<file path="src/rtl/bcd_display_arbiter_pkg.sv">
// bcd_disp_pkg: shared width, FSM encoding and default dwell for the BCD display arbiter.
package bcd_disp_pkg;
  localparam int DATA_W = 32;
  localparam logic [1:0] ST_IDLE = 2'd0;
  localparam logic [1:0] ST_LOAD = 2'd1;
  localparam logic [1:0] ST_HOLD = 2'd2;
  localparam logic [31:0] DEF_DWELL = 32'd50_000_000;
endpackage

</file>
<file path="src/rtl/bcd_display_arbiter_rr.sv">
// rr_arbiter: combinational round-robin pick, searching upward from ptr_i with wrap.
module rr_arbiter #(
  parameter int N_REQ = 4,
  parameter int ID_W = $clog2(N_REQ)
) (
  input  logic [N_REQ-1:0] req_i,
  input  logic [ID_W-1:0]  ptr_i,
  output logic [ID_W-1:0]  winner_o,
  output logic             valid_o
);
  always_comb begin
    winner_o = '0;
    valid_o = |req_i;
    // Walk offsets from farthest to nearest so the one closest to the pointer wins.
    for (int i = N_REQ - 1; i >= 0; i--)
      if (req_i[(int'(ptr_i) + i) % N_REQ]) winner_o = ID_W'((int'(ptr_i) + i) % N_REQ);
  end
endmodule

</file>
<file path="src/rtl/bcd_display_arbiter.sv">
// bcd_display_arbiter: round-robin sharing of one BCDDisplay, with a dwell hold-off after each update.
module bcd_display_arbiter
  import bcd_disp_pkg::*;
#(
  parameter int          N_REQ = 4,
  parameter logic [31:0] DWELL = DEF_DWELL,
  parameter int          ID_W  = $clog2(N_REQ)
) (
  input  logic                    clk,
  input  logic                    rst,
  input  logic [N_REQ-1:0]        req,
  input  logic [N_REQ*DATA_W-1:0] req_data,
  output logic [N_REQ-1:0]        ack,
  output logic                    lockdata,
  output logic [DATA_W-1:0]       data,
  output logic [ID_W-1:0]         grant_id,
  output logic                    busy
);
  logic [1:0]        state_q, state_d;
  logic [31:0]       cnt_q, cnt_d;
  logic [ID_W-1:0]   ptr_q, ptr_d, gid_q, gid_d, win;
  logic              win_v;
  logic [DATA_W-1:0] data_q, data_d, win_data;

  rr_arbiter #(.N_REQ(N_REQ), .ID_W(ID_W)) u_arb (
    .req_i(req),
    .ptr_i(ptr_q),
    .winner_o(win),
    .valid_o(win_v)
  );

  always_comb begin
    win_data = '0;
    for (int i = 0; i < N_REQ; i++)
      if (win == ID_W'(i)) win_data = req_data[i*DATA_W +: DATA_W];
  end

  always_comb begin
    state_d = state_q;
    cnt_d = cnt_q;
    ptr_d = ptr_q;
    gid_d = gid_q;
    data_d = data_q;
    if (state_q == ST_IDLE) begin
      if (win_v) begin
        state_d = ST_LOAD;
        data_d = win_data;
        gid_d = win;
        ptr_d = (win == ID_W'(N_REQ - 1)) ? '0 : win + 1'b1;
      end
    end else if (state_q == ST_LOAD) begin
      state_d = ST_HOLD;
      cnt_d = '0;
    end else if (state_q == ST_HOLD) begin
      cnt_d = cnt_q + 32'd1;
      state_d = (cnt_q == DWELL - 32'd1) ? ST_IDLE : ST_HOLD;
    end else begin
      state_d = ST_IDLE;
    end
  end

  always_ff @(posedge clk) begin
    if (rst) begin
      state_q <= ST_IDLE;
      cnt_q <= '0;
      ptr_q <= '0;
      gid_q <= '0;
      data_q <= '0;
    end else begin
      state_q <= state_d;
      cnt_q <= cnt_d;
      ptr_q <= ptr_d;
      gid_q <= gid_d;
      data_q <= data_d;
    end
  end

  always_comb begin
    ack = '0;
    ack[gid_q] = lockdata;
  end

  assign lockdata = state_q == ST_LOAD;
  assign busy = (state_q == ST_LOAD) || (state_q == ST_HOLD);
  assign data = data_q;
  assign grant_id = gid_q;
endmodule

</file>
<file path="config.mk">
export PLATFORM = sky130hd
export DESIGN_NAME = bcd_display_arbiter
export DESIGN_NICKNAME = d
export VERILOG_FILES = /design/src/rtl/bcd_display_arbiter_pkg.sv /design/src/rtl/bcd_display_arbiter_rr.sv /design/src/rtl/bcd_display_arbiter.sv
export SDC_FILE = /design/constraint.sdc
export NUM_CORES = 1
export LEC_CHECK = 0
export ABC_AREA = 0
export ABC_CLOCK_PERIOD_IN_PS = 3200
export BUFFER_PORTS_ARGS = -buffer_cell sky130_fd_sc_hd__buf_2
export CORE_MARGIN = 1
export CORE_UTILIZATION = 40
export DETAILED_ROUTE_END_ITERATION = 10
export HOLD_SLACK_MARGIN = 0.1
export MAX_ROUTING_LAYER = met4
export PLACE_DENSITY = 0.69
export SKIP_LAST_GASP = 1
export SYNTH_ARGS = -nofsm -noshare
export SYNTH_HDL_FRONTEND = slang
export SYNTH_SLANG_ARGS = --single-unit
</file>
<file path="constraint.sdc">
create_clock -name clk -period 3.2 [get_ports clk]
set_clock_uncertainty 0.05 [all_clocks]
set_input_delay 0.32 -clock clk [delete_from_list [all_inputs] [get_ports clk]]
set_output_delay 0.32 -clock clk [all_outputs]
set_load 0.005 [all_outputs]
</file>
# After elaboration in Yosys (flattened, before gate mapping)
# Cells that the tools add are included.
# op_classes
n_reduce_logical	11
eq_ne	7
n_addsub	5
n_lt_le_gt_ge	6
bitwise_logic	5
muxes	29
# ops
op	n
32-bit 2-to-1 mux	6
32-bit by 1-bit adder with 32-bit output (second input constant)	1
32-bit by 26-bit equality test with 1-bit output (second input constant)	1
2-bit 2-to-1 mux	10
3-bit by 4-bit < comparator with 1-bit output (second input constant)	3
1-bit binary-select mux with 2-bit select	4
1-bit 2-to-1 mux	8
2-bit equality test (second input constant)	3
2-bit by 3-bit < comparator with 1-bit output (second input constant)	2
2-bit OR reduction	3
2-bit by 1-bit adder with 2-bit output (second input constant)	2
2-bit adder (second input constant)	2
4-bit AND	1
2-bit by 1-bit equality test with 1-bit output (second input constant)	2
2-bit logical NOT	2
2-bit AND reduction	2
4-bit OR reduction	1
1-bit AND (first input constant)	3
1-bit demux with 2-bit select	1
2-bit by 1-bit >= comparator with 1-bit output (second input constant)	1
2-bit by 1-bit != test with 1-bit output (second input constant)	1
2-bit nonzero test	1
1-bit logical AND	1
1-bit logical OR	1
1-bit inverter	1
# totals
out_inout_bits	40
reg_bits	70
input_bits	134

# Longest topological paths before layout
# Gate-level depths: netlist of run 1.
# depth
depth_word	15
mapped_depth	10
mapped_depth_nobuf	9

# Cells and area by module
# Synthesis of run 1 repeated with hierarchy kept, for this count alone.
# unflattened
cells_unflattened	533
hier_area_um2	4229.1
# by_module_without_submodules
module	instances	seq_area_each_um2	cells_each	area_each_um2
bcd_display_arbiter	1	1401.3	520	4151.5
rr_arbiter	1	0.0	13	77.6

# Least setup slack after synthesis of run 1
# No wires, ideal clock.
# synth_path
path_type	flip-flop to flip-flop
from	register state_q[1]
to	register cnt_q[27]
path_stages_with_launch	9
n_path_buf	2
path_slack_ns	0.932
period_less_slack_ns	2.268
setup_ns	0.070
required_time_ns	3.080
t_arrival_ns	2.147
path_cell_list	dfxtp_1 -> inv_1 -> ha_1 -> buf_2 -> and4_1 -> clkbuf_1 -> nand4_1 -> or4_1 -> a21oi_1
# synth_via
elab_chain_cells	3
# synth_lines
element	line_no	rtl
start, declared	bcd_display_arbiter.sv:19	logic [1:0] state_q, state_d;
start signal, assigned	bcd_display_arbiter.sv:70	state_q <= state_d;
2-bit by 1-bit equality test with 1-bit output (tied with other cells)	bcd_display_arbiter.sv:51	end else if (state_q == ST_LOAD) begin
2-bit nonzero test (no line) or 1-bit inverter (tied branches)	n/a	
2-bit AND reduction (no line)	n/a	
end signal, assigned	bcd_display_arbiter.sv:71	cnt_q <= cnt_d;
end, declared	bcd_display_arbiter.sv:20	logic [31:0] cnt_q, cnt_d;
# Several ways; a longest one is shown, not always the timed one.
# A chain may end at the register's enable or synchronous reset.

# Worst setup path after layout of run 1
# layout_path
from	register ptr_q[1]
to	register data_q[1] (netlist: data[1])
# layout_via
elab_chain_cells	13
# layout_lines
element	line_no	rtl
start, declared	bcd_display_arbiter.sv:21	logic [ID_W-1:0] ptr_q, ptr_d, gid_q, gid_d, win;
start signal, assigned	bcd_display_arbiter.sv:72	ptr_q <= ptr_d;
2-bit adder	bcd_display_arbiter_rr.sv:16	if (req_i[(int'(ptr_i) + i) % N_REQ]) winner_o = ID_W'((int'(ptr_i) + i) % N_REQ);
1-bit binary-select mux with 2-bit select	bcd_display_arbiter_rr.sv:16	
1-bit 2-to-1 mux (implied by the code) (2 in series)	bcd_display_arbiter_rr.sv:16	
2-bit 2-to-1 mux (3 in series)	bcd_display_arbiter_rr.sv:16	
2-bit 2-to-1 mux (*)	bcd_display_arbiter_rr.sv:16	
2-bit logical NOT	bcd_display_arbiter.sv:35	if (win == ID_W'(i)) win_data = req_data[i*DATA_W +: DATA_W];
32-bit 2-to-1 mux (3 in series)	bcd_display_arbiter.sv:35	
32-bit 2-to-1 mux (*)	bcd_display_arbiter.sv:35	
end signal, assigned	bcd_display_arbiter.sv:74	data_q <= data_d;
end, declared	bcd_display_arbiter.sv:23	logic [DATA_W-1:0] data_q, data_d, win_data;
# Mark *: on every way between the ends. The rest lies on a longest branch, timed or not. The select of a mux whose other input is x is not followed.

==> metrics, run 1 <==
synthesized netlist cell count 516; antenna violations before repair 1; share of final-layout standard cells stronger than drive strength 1 between 30% and 40%; cell area reported after detailed placement around 5000 sq um; static leakage around 2.2 nW; buffer depth of the longest clock path 2; post-layout total power roughly 0.0027 W; status finished clean; first-pass GRT wire length between 15000 and 20000 um; Final Max Tran Viols 0; sequential fraction of the synthesis area between 30% and 40%; DR pass1 iterations 5; Hold Crit Depth 4; GRT Residual Overflow 0; Placed Instances between 700 and 800; Routed Wire Length 12600 um; pin count of the biggest net entering global routing between 60 and 70; Primary FF master, synth sky130_fd_sc_hd__dfxtp_1; hold endpoint data[15]; capturing point of the worst reg2reg path data[1]; placeable core region about 9800 sq um; start-to-end type of the worst setup path register to register; launching point of the worst reg2reg path ptr_q[1]; total number of H-tree levels 3; Critical Path Max Stage Delay between 0.6 and 0.7 ns; final setup TNS 0 ns; DRT antenna net count 0; Post-Synthesis Mean Instance Area around 7.9 sq um; cell area after layout about 5200 sq um; Data required, critical path between 3 and 4 ns; number of distinct library cell variants in the gate-level netlist after synthesis 46; DR WL met3 ~660 um; I/O pin total 174; post-cts hold buffer count 0; violation count after the first detailed-routing iteration about 190; hold path startpoint req_data[111]; overall die height 103.0 um; Inserted Clock Buffers 9; sink count of the clock tree 70; Post-Synthesis Cell Area ~4100 sq um; highest routed layer met4; slew of the pin with the lowest slew margin approximately 0.81 ns; # port buffers ~170; clock tree from TritonCTS yes; net total in the final layout roughly 810; total DRC errors in the routed layout 0; share of synthesized flip-flops with an asynchronous set or reset 0%; final weighted congestion in routability-driven placement about 0.82; cell at the root of the clock tree sky130_fd_sc_hd__clkbuf_8; Reg clk slew, reported paths roughly 0.08 ns; Detail Placement HPWL slightly above 9000 um; RSZ-0062 raised after global routing no; die width approximately 100 um; Arrival @ worst endpoint between 2 and 3 ns; sum of routed wire segments on met1 5383 um; Setup Viol. Count Final 0; max-capacitance violation count 0; source-to-sink clock delay at the later pin of the worst-skew pair ~0.34 ns; final worst path period share 84.43%; effective utilization at floorplan roughly two fifths; via density per instance around 5.7; Min Hold Slack about 0.31 ns; Reg2Reg Setup Slack approximately 0.5 ns; number of global-route vias before repair ~4000; met2 layer wire length in the routed design 6439 um; final critical-path required period approximately 2.7 ns; YS warnings 0; achievable frequency 370.1 MHz; area added between synthesis and finish 27.97%; Final Hold Fails 0; non-filler instance count after layout 803; Critical Path Slowest Stage Cell sky130_fd_sc_hd__nor2b_4; synthesis-stage register bit count 70; Avg WL per Cell about 16 um; Max rail drop VDD between 200 and 300 uV; Critical Path Fanout Max 31; Reg2Reg Depth 8; number of vias after detailed routing approximately 4600; cells traversed along the worst timing path a21o_1, a21oi_1, o22ai_1, ha_1, nor2b_4, a221oi_1, o311a_1, nor3_1; tightest slew margin relative to the limit about 46%; global-route usage over all layers 23.19%; pwr dens between 500 and 600 nW/um^2; number of enable flip-flop cells after synthesis 0; kind of end point of the critical path register; Tightest Hold Check Type input port to register; Site Rows 36; area enclosed by the die boundary about 11000 sq um; Net Count, Synth about 660; type of origin of the critical path register
## kinds of logic after synthesis
kind of cell | after synthesis | share of synthesized area [%]
buf+inv | 59 | 5.550
simple gates | 249 | 31.80
mux | 3 | 0.7360
fa+ha+maj | 8 | 2.453
flops | 70 | 34.35
compound gates | 116 | 22.75
xor+xnor | 11 | 2.361
## metrics by stage
step | setup WS [ns] | util, %
finish | 0.4982 | 53.17
global route | 0.3052 | 53.17
CTS | 0.08108 | 53.10
detailed placement | 0.008138 | 51.07
global placement | 0.1214 | 51.07
floorplan | 0.9321 | -
## routing by layer
metal / up-vias / global-route usage [%]
met4: 0 / 6.284
met2: 139 / 38.10
met1: 2165 / 29.00
li1: 2236 / -
met5: - / -
met3: 12 / 4.542
## layout by cell type (no fill, tap or decap), types with 2 or more instances in the layout
master                     instances
sky130_fd_sc_hd__o311a_1          32
sky130_fd_sc_hd__dfxtp_1          70
sky130_fd_sc_hd__clkinv_2          3
sky130_fd_sc_hd__nand4_1          19
sky130_fd_sc_hd__buf_4             8
sky130_fd_sc_hd__mux2i_1           3
sky130_fd_sc_hd__ha_1              7
sky130_fd_sc_hd__nor2_1           52
sky130_fd_sc_hd__and4_1            5
sky130_fd_sc_hd__or4_1            10
sky130_fd_sc_hd__o31ai_1           9
sky130_fd_sc_hd__a211oi_1          5
sky130_fd_sc_hd__and3_1            3
sky130_fd_sc_hd__and3b_1           2
sky130_fd_sc_hd__nand3_1          12
sky130_fd_sc_hd__a21oi_1          19
sky130_fd_sc_hd__o21ai_0           8
sky130_fd_sc_hd__clkbuf_8         10
sky130_fd_sc_hd__or3_1             4
sky130_fd_sc_hd__xor2_1            4
sky130_fd_sc_hd__buf_2           173
sky130_fd_sc_hd__nand2_1          48
sky130_fd_sc_hd__a31oi_1           2
sky130_fd_sc_hd__a21o_1            2
sky130_fd_sc_hd__inv_1            15
sky130_fd_sc_hd__xnor2_1           7
sky130_fd_sc_hd__nor2b_1          33
sky130_fd_sc_hd__and2_1            3
sky130_fd_sc_hd__a221oi_1         31
sky130_fd_sc_hd__nor3_1           38
sky130_fd_sc_hd__nor4_1           10
## Yosys cell counts, drive strengths merged, types with 2 or more instances
| master | instances | share of area, % |
|---|---|---|
| xnor2 | 7 | 1.5 |
| and4 | 6 | 1.3 |
| and2 | 3 | 0.46 |
| nor2 | 53 | 4.9 |
| a21oi | 19 | 2.3 |
| a211oi | 5 | 0.92 |
| or3 | 4 | 0.61 |
| nand3 | 13 | 1.9 |
| or4 | 10 | 1.8 |
| nor2b | 34 | 5.2 |
| nor3 | 38 | 4.7 |
| inv | 15 | 1.4 |
| nand2 | 48 | 4.4 |
| and3b | 2 | 0.43 |
| nor4 | 10 | 1.5 |
| clkbuf | 37 | 3.4 |
| a31oi | 2 | 0.31 |
| nand4 | 19 | 2.9 |
| ha | 8 | 2.5 |
| o31ai | 9 | 1.7 |
| o311a | 32 | 7.9 |
| a221oi | 31 | 6.7 |
| and3 | 4 | 0.64 |
| a21o | 2 | 0.37 |
| xor2 | 4 | 0.86 |
| o21ai | 8 | 0.98 |
| mux2i | 3 | 0.74 |
| buf | 7 | 0.77 |
| dfxtp | 70 | 34 |
## area by class of cell
class | count | area (sq um)
Timing Repair Buffer | 181 | 925.9
Multi-Input combinational cell | 387 | 2470
Fill cell | 974 | 4598
Sequential cell | 70 | 1401
Inverter | 15 | 56.30
Tap cell | 133 | 166.4
Clock inverter | 6 | 61.31
Antenna cell | 1 | 2.502
Clock buffer | 10 | 137.6
## how the worst max path moves through the flow
stage,startpoint,endpoint,slack [ns],cells after the start
2_1_floorplan,state_q[1],cnt_q[27],0.93,8
3_3_place_gp,req[0],data[13],0.12,9
3_5_place_dp,req[0],data[1],0.008,9
4_1_cts,ptr_q[1],data[1],0.08,8
5_1_grt,ptr_q[1],data[1],0.31,8
6_report,ptr_q[1],data[1],0.50,8
## sequential cells by signal (all words and copies together) (netlist names)
signal,flops
grant_id,2
cnt_q,32
data,32
ptr_q,2
state_q,2
## report_power, final
group / switching (W) / internal, W
Sequential: 0.0000675 / 0.000983
Clock: 0.000340 / 0.000379
Combinational: 0.000524 / 0.000451
## timing repair
item | in CTS | in global routing
gates resized for setup | 0 | 1
setup endpoints to repair | 0 | 27
setup buffers | 0 | 0
## worst max-delay path: cells and delay by family (launching register included)
kind,cells,cell delay [ns]
compound gates,5,1.02
fa+ha+maj,1,0.25
flops,1,0.41
simple gates,2,0.88
No activity file was read; power rests on OpenSTA's default activity.
==> inputs of run 2 (changes only) <==
ABC_CLOCK_PERIOD_IN_PS = 2750   (was 3200)
clock period = 2.75 ns   (was 3.2 ns; I/O delays follow)
==> run 2 against run 1 <==
Against the previous run: sequential share of layout area is 0.57 points lower; global-route usage is 0.35 points higher; first-iteration DRC count is 9.7% higher; final area rose by 2.2%; sequential cell count stayed put; count of clock-buffer cells in the layout unchanged; critical path depth unchanged; cell count up 0.87%; sequential power grew 16%; maximum frequency is 2.9% higher; largest cell class unchanged; largest power group unchanged; highest routed layer unchanged.
==> metrics, run 2 (synthesized netlist as in run 1, its figures left out) <==
status finished clean (unchanged); Arrival @ worst endpoint 2.84 ns (was 2.90 ns); sink count of the clock tree 70 (unchanged); Routed Wire Length 12910 um (was 12600 um); count of buffer and inverter cells on the critical path 0 (unchanged); cell at the root of the clock tree sky130_fd_sc_hd__clkbuf_8 (unchanged); pwr dens 629.1 nW/um^2 (was 525.4 nW/um^2); Final Hold Fails 0 (unchanged); final critical-path required period 2.625 ns (was 2.702 ns); pin count of the biggest net entering global routing 67 (unchanged); total number of H-tree levels 3 (unchanged); # port buffers 173 (unchanged); total DRC errors in the routed layout 0 (unchanged); cells traversed along the worst timing path nor2b_1, nor2_1, o22ai_1, ha_1, nor2b_2, a221oi_1, o311a_1, nor3_1 (was a21o_1, a21oi_1, o22ai_1, ha_1, nor2b_4, a221oi_1, o311a_1, nor3_1); share of final-layout standard cells stronger than drive strength 1 31.36% (was 30.64%); type of origin of the critical path register (unchanged); violation count after the first detailed-routing iteration 203 (was 185); die width 103.0 um (unchanged); Max rail drop VDD 299.6 uV (was 261.9 uV); overall die height 103.0 um (unchanged); RSZ-0062 raised after global routing yes (was no); net total in the final layout 813 (was 806); area added between synthesis and finish 30.76% (was 27.97%); area enclosed by the die boundary 10610 sq um (unchanged); I/O pin total 174 (unchanged); kind of end point of the critical path register (unchanged); Avg WL per Cell 15.93 um (was 15.69 um); GRT Residual Overflow 0 (unchanged); Data required, critical path 2.97 ns (was 3.40 ns); most frequent standard cell in the layout excluding fill and tap cells sky130_fd_sc_hd__buf_2 (unchanged); family with the most delay on the worst path simple AND/OR/NAND/NOR gates (was compound AO/OA/AOI/OAI gates); worst setup timing slack at the placement stage -0.3308 ns (was 0.008138 ns); buffer depth of the longest clock path 2 (unchanged); number of global-route vias before repair 4059 (was 4074); slew of the pin with the lowest slew margin 0.8636 ns (was 0.8092 ns); final worst path period share 95.44% (was 84.43%); Site Rows 36 (unchanged); clock tree from TritonCTS yes (unchanged); via density per instance 5.762 (was 5.669); source-to-sink clock delay at the later pin of the worst-skew pair 0.35 ns (was 0.34 ns); Tightest Hold Check Type input port to register (unchanged); first-pass GRT wire length 19020 um (was 18980 um); placeable core region 9819 sq um (unchanged); start-to-end type of the worst setup path register to register (unchanged); Inserted Clock Buffers 9 (unchanged); achievable frequency 381.0 MHz (was 370.1 MHz); effective utilization at floorplan 41.55% (unchanged); post-CTS setup buffer count 0 (unchanged); tightest slew margin relative to the limit 41.89% (was 45.56%); min setup slack post-route 0.1254 ns (was 0.4982 ns); Reg clk slew, reported paths 0.08 ns (about the same); max-capacitance violation count 0 (unchanged); Fillers 1009 (was 974); DR pass1 iterations 5 (unchanged); global-route usage over all layers 23.53% (was 23.19%); Critical Path Fanout Max 15 (was 31); final standard cell utilization of the core 54.33% (was 53.17%); Setup Viol. Count Final 0 (unchanged); Final Max Tran Viols 0 (unchanged); Critical Path Max Stage Delay 0.66 ns (was 0.68 ns); Critical Path Slowest Stage Cell sky130_fd_sc_hd__nor2b_2 (was sky130_fd_sc_hd__nor2b_4); antenna violations before repair 0 (was 1); number of vias after detailed routing 4667 (was 4552); final weighted congestion in routability-driven placement 0.8729 (was 0.8242); commonest cells after routing, fill and taps aside sky130_fd_sc_hd__buf_2 (173), sky130_fd_sc_hd__dfxtp_1 (70), sky130_fd_sc_hd__nor2_1 (52), sky130_fd_sc_hd__nand2_1 (48), sky130_fd_sc_hd__nor3_1 (38) (unchanged); DRT antenna net count 0 (unchanged); Detail Placement HPWL 9161 um (was 9078 um); static leakage 2.270 nW (was 2.210 nW); post-cts hold buffer count 0 (unchanged)
[run 2: cell count changes in the layout (fill, tap and decap cells not counted), sizes merged]
cell	previous run	this run
bufinv	1	2
buf	181	187
inv	15	16
clkinvlp	1	0
nor2b	34	35
clkinv	4	3
[run 2: metal layers]
layer / global-route usage (%) / up-vias / share of wire, %
met4: 7.476 / 0 / 1.6
met3: 5.559 / 20 / 6.3
met5: - / - / 0
met1: 30.65 / 2214 / 43
li1: - / 2257 / -
met2: 35.95 / 176 / 49
[run 2: power by group]
part | switching, W | internal [W] | total (W)
clock network | 0.000411 | 0.000534 | 0.000945
registers | 0.0000759 | 0.00114 | 0.00122
logic | 0.000629 | 0.000563 | 0.00119
[run 2: worst paths after layout]
| check | startpoint | end | slack [ns] | cells after the start |
|---|---|---|---|---|
| worst max register to register | ptr_q[0] | data[13] | 0.13 | 8 |
| worst min register to register | cnt_q[30] | cnt_q[30] | 0.44 | 2 |
| worst max-delay path | ptr_q[0] | data[13] | 0.13 | 8 |
| worst min-delay path | req_data[99] | data[3] | 0.26 | 4 |
[run 2: metrics by stage]
stage | std cells | setup TNS [ns] | cell area (sq um) | hold WS [ns] | total power [W]
finish | 810 | 0 | 5335 | 0.2635 | 0.003356
global route | 809 | -0.07972 | 5333 | 0.2523 | 0.003558
CTS | 808 | 0 | 5324 | 0.2445 | 0.003363
detailed placement | 792 | -8.618 | 5097 | 0.4262 | 0.002410
global placement | 792 | -6.714 | 5097 | 0.4190 | 0.002380
floorplan | 516 | 0 | 4080 | 0.4018 | 0.001972
[run 2: timing repair]
item,4_1_cts,5_1_grt
cloned,0,1
setup endpoints to repair,31,2
gates resized for setup,1,0
[run 2: layout make-up]
cell class,instances,area (sq um),area share (%)
clock inverters,6,83.83,1.571
well taps,133,166.4,3.119
diodes,1,2.502,0.04690
repair buffers,187,1008,18.90
multi-input cells,388,2479,46.46
inverters,15,56.30,1.055
clock buffers,10,137.6,2.580
flip-flops and latches,70,1401,26.27
[run 2: worst register-to-register path, delay by kind of cell, from the launching register on]
| kind | cells | cell delay (ns) |
|---|---|---|
| AO/OA/AOI/OAI | 3 | 0.81 |
| flip-flops | 1 | 0.34 |
| AND/OR/NAND/NOR | 4 | 1.04 |
| adder cells (fa/ha/maj) | 1 | 0.31 |
